--- config.mk ---
export PLATFORM = sky130hd
export DESIGN_NAME = vm_multi
export DESIGN_NICKNAME = d
export VERILOG_FILES = /design/src/rtl/vm_multi.sv
export SDC_FILE = /design/constraint.sdc
export NUM_CORES = 1
export LEC_CHECK = 0
export ABC_CLOCK_PERIOD_IN_PS = 5500
export BUFFER_PORTS_ARGS = -buffer_cell sky130_fd_sc_hd__buf_2
export CORE_MARGIN = 10
export CORE_UTILIZATION = 45
export DETAILED_ROUTE_END_ITERATION = 16
export PLACE_DENSITY_LB_ADDON = 0.12
export SYNTH_ARGS = -nofsm -noshare
export SYNTH_HDL_FRONTEND = slang
export SYNTH_SLANG_ARGS = --single-unit
--- constraint.sdc ---
create_clock -name clk -period 5.5 [get_ports clk]
set_clock_uncertainty 0.1 [all_clocks]
set_input_delay 0.275 -clock clk [delete_from_list [all_inputs] [get_ports clk]]
set_output_delay 0.275 -clock clk [all_outputs]
set_load 0.02 [all_outputs]
--- src/rtl/vm_multi.sv ---
`default_nettype none
// ============================================================================
// Module      : vm_multi
// Description : Multi-coin, multi-product vending controller with greedy
//               one-coin-per-cycle change. Optional stock tracking: VM_STOCK_EN.
// Revision    : 1.0 - initial release
// ============================================================================
module vm_multi #(
    parameter int                          NCOIN      = 3,
    parameter int                          CREDIT_W   = 8,
    parameter logic [NCOIN*CREDIT_W-1:0]   COIN_VALS  = {8'd10, 8'd5, 8'd1},
    parameter int                          NPROD      = 4,
    parameter logic [NPROD*CREDIT_W-1:0]   PRICES     = {8'd15, 8'd12, 8'd8, 8'd3},
    parameter int                          CREDIT_MAX = 99,
    parameter int                          STOCK_W    = 4,
    parameter int                          STOCK_INIT = 15,
    localparam int                         SEL_W      = (NPROD > 1) ? $clog2(NPROD) : 1
) (
    input  logic                 clk,
    input  logic                 rst,
    input  logic [NCOIN-1:0]     coin,
    input  logic [SEL_W-1:0]     sel,
    input  logic                 buy,
    input  logic                 giveup,
    input  logic                 refill,
    output logic [CREDIT_W-1:0]  credit,
    output logic                 drink_valid,
    output logic [SEL_W-1:0]     drink_id,
    output logic [NCOIN-1:0]     change_coin,
    output logic                 coin_reject,
    output logic                 deny,
    output logic                 busy,
    output logic [NPROD-1:0]     sold_out
);

    localparam logic [1:0] S_IDLE   = 2'd0;
    localparam logic [1:0] S_VEND   = 2'd1;
    localparam logic [1:0] S_CHANGE = 2'd2;

    localparam logic [CREDIT_W:0] C_CREDIT_MAX = (CREDIT_W+1)'(CREDIT_MAX);

    logic [1:0]          r_state;
    logic [CREDIT_W-1:0] r_credit;
    logic                r_drink_valid;
    logic [SEL_W-1:0]    r_drink_id;
    logic [NCOIN-1:0]    r_change_coin;
    logic                r_coin_reject;
    logic                r_deny;
    logic                r_busy;

    logic [NCOIN-1:0]    r_coin_q;
    logic                r_buy_q;
    logic                r_giveup_q;

    logic [NCOIN-1:0]    w_coin_edge;
    logic                w_buy_edge;
    logic                w_giveup_edge;
    logic                w_coin_multi;
    logic [CREDIT_W-1:0] w_coin_val;
    logic [CREDIT_W:0]   w_coin_sum;
    logic                w_coin_fits;
    logic [CREDIT_W-1:0] w_price;
    logic                w_sel_ok;
    logic                w_stock_ok;
    logic                w_buy_ok;
    logic                w_vend_fire;
    logic [CREDIT_W-1:0] w_chg_val;
    logic [NCOIN-1:0]    w_chg_onehot;
    logic [NPROD-1:0]    w_sold_out;

    always_ff @(posedge clk) begin
        if (rst) begin
            r_coin_q   <= '0;
            r_buy_q    <= 1'b0;
            r_giveup_q <= 1'b0;
        end else begin
            r_coin_q   <= coin;
            r_buy_q    <= buy;
            r_giveup_q <= giveup;
        end
    end

    assign w_coin_edge   = coin & ~r_coin_q;
    assign w_buy_edge    = buy & ~r_buy_q;
    assign w_giveup_edge = giveup & ~r_giveup_q;
    assign w_coin_multi  = |(w_coin_edge & (w_coin_edge - NCOIN'(1)));

    always_comb begin
        w_coin_val = '0;
        for (int k = 0; k < NCOIN; k++) begin
            if (w_coin_edge[k]) w_coin_val = w_coin_val | COIN_VALS[k*CREDIT_W +: CREDIT_W];
        end
    end

    // Widened by one bit so credit+coin can never wrap before the limit check.
    assign w_coin_sum  = {1'b0, r_credit} + {1'b0, w_coin_val};
    assign w_coin_fits = (w_coin_sum <= C_CREDIT_MAX);

    always_comb begin
        w_price  = '0;
        w_sel_ok = 1'b0;
        for (int p = 0; p < NPROD; p++) begin
            if (sel == SEL_W'(p)) begin
                w_price  = PRICES[p*CREDIT_W +: CREDIT_W];
                w_sel_ok = 1'b1;
            end
        end
    end

    // Ascending scan: the last qualifying slot is the largest coin that fits.
    always_comb begin
        w_chg_val    = '0;
        w_chg_onehot = '0;
        for (int k = 0; k < NCOIN; k++) begin
            if (COIN_VALS[k*CREDIT_W +: CREDIT_W] <= r_credit) begin
                w_chg_val    = COIN_VALS[k*CREDIT_W +: CREDIT_W];
                w_chg_onehot = NCOIN'(1) << k;
            end
        end
    end

    assign w_buy_ok    = w_sel_ok && w_stock_ok && (r_credit >= w_price);
    assign w_vend_fire = (r_state == S_IDLE) && !w_giveup_edge && w_buy_edge && w_buy_ok;

`ifdef VM_STOCK_EN
    generate
        for (genvar p = 0; p < NPROD; p++) begin : g_stock
            logic [STOCK_W-1:0] r_cnt;
            logic               r_empty;

            always_ff @(posedge clk) begin
                if (rst || refill) begin
                    r_cnt   <= STOCK_W'(STOCK_INIT);
                    r_empty <= (STOCK_INIT == 0);
                end else if (w_vend_fire && (sel == SEL_W'(p))) begin
                    r_cnt   <= r_cnt - STOCK_W'(1);
                    r_empty <= (r_cnt == STOCK_W'(1));
                end
            end

            assign w_sold_out[p] = r_empty;
        end
    endgenerate

    always_comb begin
        w_stock_ok = 1'b0;
        for (int p = 0; p < NPROD; p++) begin
            if (sel == SEL_W'(p)) w_stock_ok = !w_sold_out[p];
        end
    end
`else
    logic w_unused_stock;
    assign w_unused_stock = refill ^ (STOCK_W > 0) ^ (STOCK_INIT > 0);
    assign w_sold_out     = '0;
    assign w_stock_ok     = 1'b1;
`endif

    always_ff @(posedge clk) begin
        if (rst) begin
            r_state       <= S_IDLE;
            r_credit      <= '0;
            r_drink_valid <= 1'b0;
            r_drink_id    <= '0;
            r_change_coin <= '0;
            r_coin_reject <= 1'b0;
            r_deny        <= 1'b0;
            r_busy        <= 1'b0;
        end else begin
            r_drink_valid <= 1'b0;
            r_change_coin <= '0;
            r_coin_reject <= 1'b0;
            r_deny        <= 1'b0;
            case (r_state)
                S_IDLE: begin
                    if (w_giveup_edge) begin
                        r_coin_reject <= |w_coin_edge;
                        if (r_credit != '0) begin
                            r_state <= S_CHANGE;
                            r_busy  <= 1'b1;
                        end
                    end else if (w_buy_edge) begin
                        r_coin_reject <= |w_coin_edge;
                        if (w_buy_ok) begin
                            r_credit      <= r_credit - w_price;
                            r_drink_id    <= sel;
                            r_drink_valid <= 1'b1;
                            r_state       <= S_VEND;
                            r_busy        <= 1'b1;
                        end else begin
                            r_deny <= 1'b1;
                        end
                    end else if (|w_coin_edge) begin
                        if (!w_coin_multi && w_coin_fits) r_credit <= w_coin_sum[CREDIT_W-1:0];
                        else                              r_coin_reject <= 1'b1;
                    end
                end
                // The VEND clock already ejects the first change coin.
                S_VEND, S_CHANGE: begin
                    r_coin_reject <= |w_coin_edge;
                    if (r_credit != '0) begin
                        r_change_coin <= w_chg_onehot;
                        r_credit      <= r_credit - w_chg_val;
                        if (r_credit == w_chg_val) begin
                            r_state <= S_IDLE;
                            r_busy  <= 1'b0;
                        end else begin
                            r_state <= S_CHANGE;
                            r_busy  <= 1'b1;
                        end
                    end else begin
                        r_state <= S_IDLE;
                        r_busy  <= 1'b0;
                    end
                end
                default: begin
                    r_state <= S_IDLE;
                    r_busy  <= 1'b0;
                end
            endcase
        end
    end

    assign credit      = r_credit;
    assign drink_valid = r_drink_valid;
    assign drink_id    = r_drink_id;
    assign change_coin = r_change_coin;
    assign coin_reject = r_coin_reject;
    assign deny        = r_deny;
    assign busy        = r_busy;
    assign sold_out    = w_sold_out;

endmodule
`default_nettype wire
==> metrics.cfg, run 1 <==
[floorplan]
initial_utilization_pct = 46.07
core-area_sq_um = 4661
die_x_um = 89.08
dieArea_sq_um = 7934
num_rows = 25
io-pin-count = 31
fp.dieH_um = 89.08

[layout]
final_area_sq_um = 2341
utilization_pct = 50.23
drive_gt1_share_pct = 17.88
multi_input_area_sq_um = 1548
layout.nets = 303
fillers = 465
register_area_sq_um = 480.5
antennaDiodeCount = 0
area_delta_synth_final_pct = 9.033

[power_and_ir_drop]
power_mw = 1.159
leakage_nw = 1.025
power.switching_uw = 534.2
powerDensity_nw_per_um2 = 495.0
comb_power_share_pct = 63.7
p_sw_share_pct = 46.10
p_seq_share_pct = 22.4
p_clk_share_pct = 13.9
internal_power_uw = 624.5
peakVddDrop_mv = 0.1705

[timing]
maxSlewViolCount = 0
finalHoldViolCount = 0
period_share_pct = 64.91
min_period_ns = 3.570
whs_ns = 0.1383
fmax_ghz = 0.2801
setup_violations = 0
setup_tns_ns = 0
rsz0062_at_grt = no
relSlewSlack_pct = 56.74
worst_pin_slew_ns = 0.6476

[logic_synthesis]
async_flop_share_pct = 0
synth_cell_types = 69
synth_seq_cells = 24
synthCells = 257
ys_seq_area_share_pct = 22.38
netlist_area_sq_um = 2147
yosys-top-cells-count = dfxtp_1, nor2_1, ha_1, nand2_1, nor2b_1
synth_top_flop_cell = dfxtp_1
ys_top_cells_by_area = dfxtp_1, ha_1, mux2i_1
synth_edf_count = 0
synth_warnings = 0
synth_area_leader_cell = dfxtp_1
synth_area_per_cell_sq_um = 8.354
synth_top_area_share_pct = 22.38

[worst_hold_path]
hold_path.class = input pin to register
hp-start = giveup

[global_route]
grt_overflow = 0
track_usage_pct = 13.70
grt_pass1_vias = 1852
antenna_found_initial = 0
grt_pass1_wl_mm = 8.783
grt_max_degree = 33

[cts]
hold_buffers = 0
insertion_delay_ns = 0.27
cts.sinks = 24
clk_pin_slew_ns = 0.10
cts_inserted_buffers = 3
h-tree-depth = 1
postCtsSetupBuffers = 0
cts_resized = 0
root_buffer = clkbuf_8
clockBufferDepth = 2
cts_tree = done

[critical_path]
end_kind = register
cp-start-kind = register
critical-path-top-delay-family = compound AO/OA/AOI/OAI gates
cp.arrival_ns = 3.64
slowest_delay_ns = 0.62
startpoint = credit[4]$_SDFFE_PP0P_
cp_max_fo = 12
r2r-start = credit[4]$_SDFFE_PP0P_
worstPathCellList = or4_4 -> a21oi_1 -> o31a_1 -> ha_1 -> fa_1 -> nand2b_1 -> o2bb2ai_1 -> a21oi_1 -> o32ai_1 -> nand4_1 -> o21ai_1 -> mux2_1
critPathBufInv = 0
critical_path_class = register to register
required_ns = 5.57
worst_path_max_delay_cell = or4_4
path_common_cell = a21oi_1

[place]
portBuffers = 25
hpwl_mm = 4.058
gp_congestion = 0.8606
place_area_sq_um = 2270

[run]
maxCapViolations = 0

[detailed_routing]
wl_mm = 5.280
viasPerCell = 5.750
postRouteAntennaNets = 0
drt-pass1-iter-count = 4
drt_iter0_markers = 103
drc = 0
detail_route.wl_per_cell_um = 16.10
vias = 1886

[status]
outcome = finished clean

-- cell usage in the layout (no fill, tap or decap), types with 4 or more instances in the layout --
cell type,instances
ha_1,16
o21ai_0,8
a21oi_1,10
conb_1,4
o21ai_1,4
inv_1,13
buf_2,25
nand2b_1,12
nor2_1,24
nor3_1,9
dfxtp_1,24
nand3_1,4
mux2i_1,9
nor2b_1,14
nand2_1,14
-- logic make-up after synthesis --
| family | share of synthesized area, % |
|---|---|
| mux | 7.168 |
| buf+inv | 6.061 |
| simple gates | 26.87 |
| flops | 22.38 |
| compound gates | 24.13 |
| xor+xnor | 2.040 |
| fa+ha+maj | 11.19 |
| other cells | 0.1747 |
-- state kept, by name, indices dropped and copies added (netlist names) --
signal / flops
credit: 8
drink_id: 2
r_giveup_q: 1
coin_reject: 1
r_buy_q: 1
drink_valid: 1
busy: 1
change_coin: 3
deny: 1
r_state: 2
r_coin_q: 3
-- power groups by stage --
stage                     Sequential [mW]  Combinational [mW]  Clock [mW]
after floorplan                     0.270               0.578           0
after global placement              0.263               0.733           0
after detailed placement            0.264               0.735           0
after CTS                           0.260               0.739       0.168
after global routing                0.267               0.824       0.172
final                               0.260               0.738       0.161
-- cell type report --
cell class	count	area share (%)
inverters	13	2.084
clock inverters	1	1.283
well taps	54	2.886
flip-flops and latches	24	20.52
repair buffers	25	5.345
multi-input cells	208	66.11
clock buffers	3	1.764
-- final timing paths --
check             slack (ns)                endpoint  cells past startpoint
setup / recovery        1.93  credit[6]$_SDFFE_PP0P_                     12
hold / removal          0.14   r_giveup_q$_SDFF_PP0_                      2
setup reg to reg        1.93  credit[6]$_SDFFE_PP0P_                     12
hold reg to reg         0.41       busy$_SDFFE_PP0P_                      2
-- metal layers --
metal | wire length, um | GRT usage, % | share of wire, % | vias to the layer above
li1 | - | - | - | 958
met1 | 2532 | 18.24 | 48 | 886
met2 | 2441 | 21.94 | 46 | 36
met3 | 257 | 2.552 | 4.9 | 6
met4 | 48 | 3.902 | 0.91 | 0
met5 | 0 | 0 | 0 | -
-- through the flow --
step	std cells	setup WS (ns)
final	328	1.930
after global routing	328	1.629
after global placement	324	1.921
after detailed placement	324	1.926
after CTS	328	1.901
after floorplan	260	2.276
Note: power is estimated with default switching activity, not from simulation.
==> inputs of run 2 (changes only) <==
- ABC_AREA: default -> 1
- ABC_CLOCK_PERIOD_IN_PS: 5500 -> 3200
- clock period: 5.5 -> 3.2 ns (I/O delays scaled with it)
==> metrics.cfg, run 2 <==
[layout]
layout_commonest_cell = nand2_1  ; was buf_2
final_cell_mix = nand2_1, inv_1, nor2_1, buf_2  ; was buf_2, nor2_1, dfxtp_1, ha_1
antennaDiodeCount = 0  ; unchanged
drive_gt1_share_pct = 16.57  ; was 17.88%
layout.nets = 373  ; was 303
fillers = 474  ; was 465
largest_reg_flops = 8  ; unchanged
area_delta_synth_final_pct = 14.83  ; was 9.033%
final_area_sq_um = 2306  ; was 2341 sq um

[power_and_ir_drop]
p_seq_share_pct = 18.4  ; was 22.4%
powerDensity_nw_per_um2 = 983.4  ; was 495.0 nW/um^2
p_clk_share_pct = 12.3  ; was 13.9%
comb_power_share_pct = 69.3  ; was 63.7%
power.switching_mw = 1.163  ; was 534.2 uW
peakVddDrop_mv = 0.4737  ; was 0.1705 mV
leakage_nw = 1.212  ; was 1.025 nW
internal_power_mw = 1.105  ; was 624.5 uW
p_sw_share_pct = 51.26  ; was 46.10%

[critical_path]
worst_path_max_delay_cell = dfxtp_2  ; was or4_4
slowest_delay_ns = 0.36  ; was 0.62 ns
cp-start-kind = register  ; unchanged
worstPathCellList = nor2_2 -> inv_2 -> nor3_4 -> o21ai_2 -> inv_1 -> nand2_1 -> ha_1 -> nand2_1 -> o21ai_1 -> nand2_1 -> nand2_1 -> nor2_1 -> xor2_1 -> o21ai_0 -> nand3_1 -> nand2_1 -> nor2_1  ; was or4_4 -> a21oi_1 -> o31a_1 -> ha_1 -> fa_1 -> nand2b_1 -> o2bb2ai_1 -> a21oi_1 -> o32ai_1 -> nand4_1 -> o21ai_1 -> mux2_1
cp.arrival_ns = 2.96  ; was 3.64 ns
critPathBufInv = 2  ; was 0
end_kind = register  ; unchanged
required_ns = 3.28  ; was 5.57 ns
critical-path-top-delay-family = simple AND/OR/NAND/NOR gates  ; was compound AO/OA/AOI/OAI gates
path_common_cell = nand2_1  ; was a21oi_1
cp_max_fo = 6  ; was 12
critical_path_class = register to register  ; unchanged

[floorplan]
fp.dieH_um = 86.80  ; was 89.08 um
dieArea_sq_um = 7534  ; was 7934 sq um
initial_utilization_pct = 46.44  ; was 46.07%
num_rows = 24  ; was 25
core-area_sq_um = 4324  ; was 4661 sq um
io-pin-count = 31  ; unchanged
die_x_um = 86.80  ; was 89.08 um

[detailed_routing]
wl_mm = 5.330  ; was 5.280 mm
detail_route.wl_per_cell_um = 13.46  ; was 16.10 um
viasPerCell = 5.114  ; was 5.750
postRouteAntennaNets = 0  ; unchanged
drc = 0  ; unchanged
vias = 2025  ; was 1886
drt-pass1-iter-count = 4  ; unchanged
drt_iter0_markers = 145  ; was 103

[global_route]
track_usage_pct = 14.39  ; was 13.70%
grt_pass1_wl_mm = 8.963  ; was 8.783 mm
antenna_found_initial = 0  ; unchanged
grt_max_degree = 16  ; was 33
grt_pass1_vias = 1946  ; was 1852
grt_overflow = 0  ; unchanged

[timing]
rsz0062_at_grt = no  ; unchanged
period_share_pct = 90.08  ; was 64.91%
fmax_ghz = 0.3469  ; was 0.2801 GHz
setup_violations = 0  ; unchanged
min_period_ns = 2.883  ; was 3.570 ns
relSlewSlack_pct = 39.65  ; was 56.74%
finalHoldViolCount = 0  ; unchanged
worst_pin_slew_ns = 0.9004  ; was 0.6476 ns
setup_tns_ns = 0  ; unchanged
fin_ws_ns = 0.3175  ; was 1.930 ns
maxSlewViolCount = 0  ; unchanged

[logic_synthesis]
post-synth-top-count-cell = nand2_1
ys_top_cells_by_area = dfxtp_1, nand2_1, ha_1  ; was dfxtp_1, ha_1, mux2i_1
synth_area_leader_cell = dfxtp_1  ; unchanged
synth_top_flop_cell = dfxtp_1  ; unchanged
async_flop_share_pct = 0  ; unchanged
synth_area_per_cell_sq_um = 6.436  ; was 8.354 sq um
netlist_area_sq_um = 2008  ; was 2147 sq um
ys_seq_area_share_pct = 23.93  ; was 22.38%
synth_cell_types = 34  ; was 69
synth_seq_cells = 24  ; unchanged
synth_edf_count = 0  ; unchanged
synthCells = 312  ; was 257
yosys-top-cells-count = nand2_1, inv_1, nor2_1  ; was dfxtp_1, nor2_1, ha_1, nand2_1, nor2b_1
synth_top_area_share_pct = 23.93  ; was 22.38%
synth_warnings = 0  ; unchanged

[cts]
cts_inserted_buffers = 3  ; unchanged
insertion_delay_ns = 0.28  ; was 0.27 ns
h-tree-depth = 1  ; unchanged
root_buffer = clkbuf_8  ; unchanged
clk_pin_slew_ns = 0.09  ; was 0.10 ns
clockBufferDepth = 2  ; unchanged
cts.sinks = 24  ; unchanged
cts_tree = done  ; unchanged

[worst_hold_path]
hold_path.class = input pin to register  ; unchanged

[place]
portBuffers = 25  ; unchanged
pre_cts_slack_ns = 0.09586  ; was 1.926 ns
place_area_sq_um = 2186  ; was 2270 sq um
hpwl_mm = 4.280  ; was 4.058 mm
gp_congestion = 0.9620  ; was 0.8606

[run]
maxCapViolations = 0  ; unchanged

[status]
outcome = finished clean  ; unchanged

## run 2: timing repair
item                                    in CTS  in global routing
endpoints found under the setup margin       0                  4
hold buffers                                 3                  0
setup buffers                                0                  1
endpoints found under the hold margin        3                  0
gates resized for setup                      0                  9
## run 2: final cells by class
class | instances | area, sq um | share of cell area, %
clock buffer | 3 | 41.29 | 1.791
clock inverter | 1 | 30.03 | 1.302
inverter | 44 | 165.2 | 7.162
multi-input combinational | 236 | 1308 | 56.70
sequential | 24 | 481.7 | 20.89
tap | 52 | 65.06 | 2.821
timing repair buffer | 36 | 215.2 | 9.333
## run 2: power groups by stage
stage          Combinational (mW)  Sequential (mW)  Clock, mW
2_1_floorplan                1.08            0.512          0
3_3_place_gp                 1.49            0.422          0
3_5_place_dp                 1.50            0.424          0
4_1_cts                      1.52            0.418      0.286
5_1_grt                      1.79            0.428      0.295
6_report                     1.57            0.418      0.279
## run 2: layer usage
layer,share of wire (%),vias to the layer above,global-route usage (%)
li1,-,1066,-
met1,48,891,19.31
met2,44,62,22.52
met3,7.3,6,3.002
met4,1.3,0,3.976
met5,0,-,0
## run 2: cells by family (layout without fill, tap and decap cells)
kind of cell,after synthesis,in the layout,synth area share (%)
and+or+nand+nor,152,152,34.39
AOI/OAI and AO/OA,56,56,14.89
buffers and inverters,55,84,12.02
DFF,24,24,23.93
adders and majority gates,18,18,11.96
xor gates and xnor gates,6,6,2.617
other,1,4,0.1867
## run 2: metrics by stage
| step | total power [mW] | hold slack [ns] | instances | util [%] |
|---|---|---|---|---|
| after floorplan | 1.595 | 0.1670 | 315 | - |
| after global placement | 1.910 | 0.2744 | 388 | 50.55 |
| after detailed placement | 1.927 | 0.2796 | 388 | 50.55 |
| after CTS | 2.221 | 0.02702 | 395 | 52.89 |
| after global routing | 2.518 | 0.03880 | 396 | 53.33 |
| final | 2.268 | 0.02602 | 396 | 53.33 |
## run 2: worst paths after layout
check | cells after the start | endpoint | slack, ns | from
setup / recovery | 17 | credit[7]$_SDFFE_PP0P_ | 0.32 | credit[5]$_SDFFE_PP0P_
hold / removal | 3 | r_coin_q[0]$_SDFF_PP0_ | 0.03 | coin[0]
setup reg to reg | 17 | credit[7]$_SDFFE_PP0P_ | 0.32 | credit[5]$_SDFFE_PP0P_
hold reg to reg | 2 | drink_id[1]$_SDFFE_PP0P_ | 0.36 | drink_id[1]$_SDFFE_PP0P_
## run 2: tightest hold or removal path, cell delays in order
cell	delay, ns
buf_2	0.07
inv_1	0.05
nor2_1	0.09
==> inputs of run 3 (changes only) <==
- HOLD_SLACK_MARGIN: default -> 0.12
==> metrics.cfg, run 3 (synthesis gave the netlist of run 2 again) <==
[floorplan]
fp.dieH_um = 86.80  ; unchanged
dieArea_sq_um = 7534  ; unchanged
io-pin-count = 31  ; unchanged
initial_utilization_pct = 46.44  ; unchanged
core-area_sq_um = 4324  ; unchanged
num_rows = 24  ; unchanged
die_x_um = 86.80  ; unchanged

[power_and_ir_drop]
p_sw_share_pct = 51.15  ; was 51.26%
leakage_nw = 1.252  ; was 1.212 nW
power.switching_mw = 1.164  ; was 1.163 mW
internal_power_mw = 1.112  ; was 1.105 mW
peakVddDrop_mv = 0.4726  ; was 0.4737 mV
p_clk_share_pct = 12.3  ; about the same
comb_power_share_pct = 69.4  ; was 69.3%
powerDensity_nw_per_um2 = 953.9  ; was 983.4 nW/um^2
p_seq_share_pct = 18.3  ; was 18.4%

[global_route]
grt_pass1_vias = 1970  ; was 1946
grt_max_degree = 16  ; unchanged
track_usage_pct = 14.56  ; was 14.39%
grt_pass1_wl_mm = 9.080  ; was 8.963 mm
antenna_found_initial = 0  ; unchanged
grt_overflow = 0  ; unchanged

[detailed_routing]
postRouteAntennaNets = 0  ; unchanged
drt_iter0_markers = 126  ; was 145
detail_route.wl_per_cell_um = 13.39  ; was 13.46 um
vias = 2031  ; was 2025
wl_mm = 5.408  ; was 5.330 mm
drc = 0  ; unchanged
drt-pass1-iter-count = 4  ; unchanged
viasPerCell = 5.027  ; was 5.114

[layout]
layout.nets = 381  ; was 373
drive_gt1_share_pct = 16.19  ; was 16.57%
area_delta_synth_final_pct = 18.82  ; was 14.83%
final_cell_mix = nand2_1, inv_1, nor2_1, buf_2  ; unchanged
layout_commonest_cell = nand2_1  ; unchanged
largest_reg_flops = 8  ; unchanged
antennaDiodeCount = 0  ; unchanged
utilization_pct = 55.18  ; was 53.33%

[cts]
insertion_delay_ns = 0.28  ; about the same
clk_pin_slew_ns = 0.09  ; about the same
h-tree-depth = 1  ; unchanged
cts_tree = done  ; unchanged
cts.sinks = 24  ; unchanged
cts_inserted_buffers = 3  ; unchanged
root_buffer = clkbuf_8  ; unchanged
clockBufferDepth = 2  ; unchanged

[timing]
finalHoldViolCount = 0  ; unchanged
period_share_pct = 89.63  ; was 90.08%
setup_violations = 0  ; unchanged
setup_tns_ns = 0  ; unchanged
relSlewSlack_pct = 41.34  ; was 39.65%
worst_pin_slew_ns = 0.8751  ; was 0.9004 ns
maxSlewViolCount = 0  ; unchanged
fmax_ghz = 0.3486  ; was 0.3469 GHz
rsz0062_at_grt = no  ; unchanged
min_period_ns = 2.868  ; was 2.883 ns
whs_ns = 0.1426  ; was 0.02602 ns

[critical_path]
cp-start-kind = register  ; unchanged
cp_max_fo = 6  ; unchanged
required_ns = 3.28  ; about the same
cp.arrival_ns = 2.95  ; was 2.96 ns
worst_path_max_delay_cell = dfxtp_2  ; unchanged
critical_path_class = register to register  ; unchanged
end_kind = register  ; unchanged
worstPathCellList = nor2_2 -> inv_2 -> nor3_4 -> o21ai_2 -> inv_1 -> nand2_1 -> ha_1 -> nand2_1 -> o21ai_1 -> nand2_1 -> nand2_1 -> nor2_1 -> xor2_1 -> o21ai_0 -> nand3_1 -> nand2_1 -> nor2_1  ; unchanged
slowest_delay_ns = 0.36  ; about the same
path_common_cell = nand2_1  ; unchanged

[place]
hpwl_mm = 4.280  ; unchanged
portBuffers = 25  ; unchanged
gp_congestion = 0.9620  ; unchanged

[status]
outcome = finished clean  ; unchanged

[worst_hold_path]
hold_path.class = input pin to register  ; unchanged

[run]
maxCapViolations = 0  ; unchanged

==> run 3: cell types whose count changed in the layout (fill, tap and decap cells not counted), sizes merged <==
cell         previous run  this run
dlygate4sd3             3        11
==> run 3: what timing repair did <==
action / CTS / global route
endpoints found under the setup margin: 0 / 4
hold buffers: 11 / 0
hold endpoints to repair: 8 / 0
setup buffers: 0 / 1
gates resized for setup: 0 / 9
==> run 3: path summary, 6_finish.rpt <==
check                                               from                        to  slack, ns  cells after the start
worst min register to register  drink_id[1]$_SDFFE_PP0P_  drink_id[1]$_SDFFE_PP0P_       0.36                      2
worst max register to register    credit[5]$_SDFFE_PP0P_    credit[7]$_SDFFE_PP0P_       0.33                     17
worst min-delay path                              sel[1]  drink_id[1]$_SDFFE_PP0P_       0.14                      3
worst max-delay path              credit[5]$_SDFFE_PP0P_    credit[7]$_SDFFE_PP0P_       0.33                     17
==> run 3: metal layers <==
layer / track usage [%] / routed length [um]
met1: 19.47 / 2656
met2: 22.92 / 2350
met3: 3.002 / 318
met4: 3.976 / 82
met5: 0 / 0
==> run 3: cell type report <==
type,count,area [sq um]
clock inverters,1,30.03
repair buffers,44,295.3
well taps,52,65.06
flip-flops and latches,24,481.7
clock buffers,3,41.29
inverters,44,165.2
multi-input cells,236,1308
fillers,473,1938
==> run 3: metrics by stage <==
stage	instances	setup slack [ns]	area, sq um	power [mW]
floorplan	315	0.4827	2019	1.595
global placement	388	0.1880	2186	1.910
detailed placement	388	0.09586	2186	1.927
CTS	403	0.08029	2367	2.228
global route	404	0.04878	2386	2.527
finish	404	0.3317	2386	2.276
==> run 3: power groups by stage <==
stage	logic, mW	clock network (mW)	registers [mW]
after floorplan	1.08	0	0.512
after global placement	1.49	0	0.422
after detailed placement	1.50	0	0.424
after CTS	1.52	0.286	0.418
after global routing	1.80	0.295	0.428
final	1.58	0.279	0.418
==> run 3: critical path: cells and delay by family, from the launching register on <==
family,cells,cell delay (ns)
and+or+nand+nor,10,1.08
AOI/OAI and AO/OA,3,0.52
DFF,1,0.36
adders and majority gates,1,0.36
buffers and inverters,2,0.23
xor gates and xnor gates,1,0.13
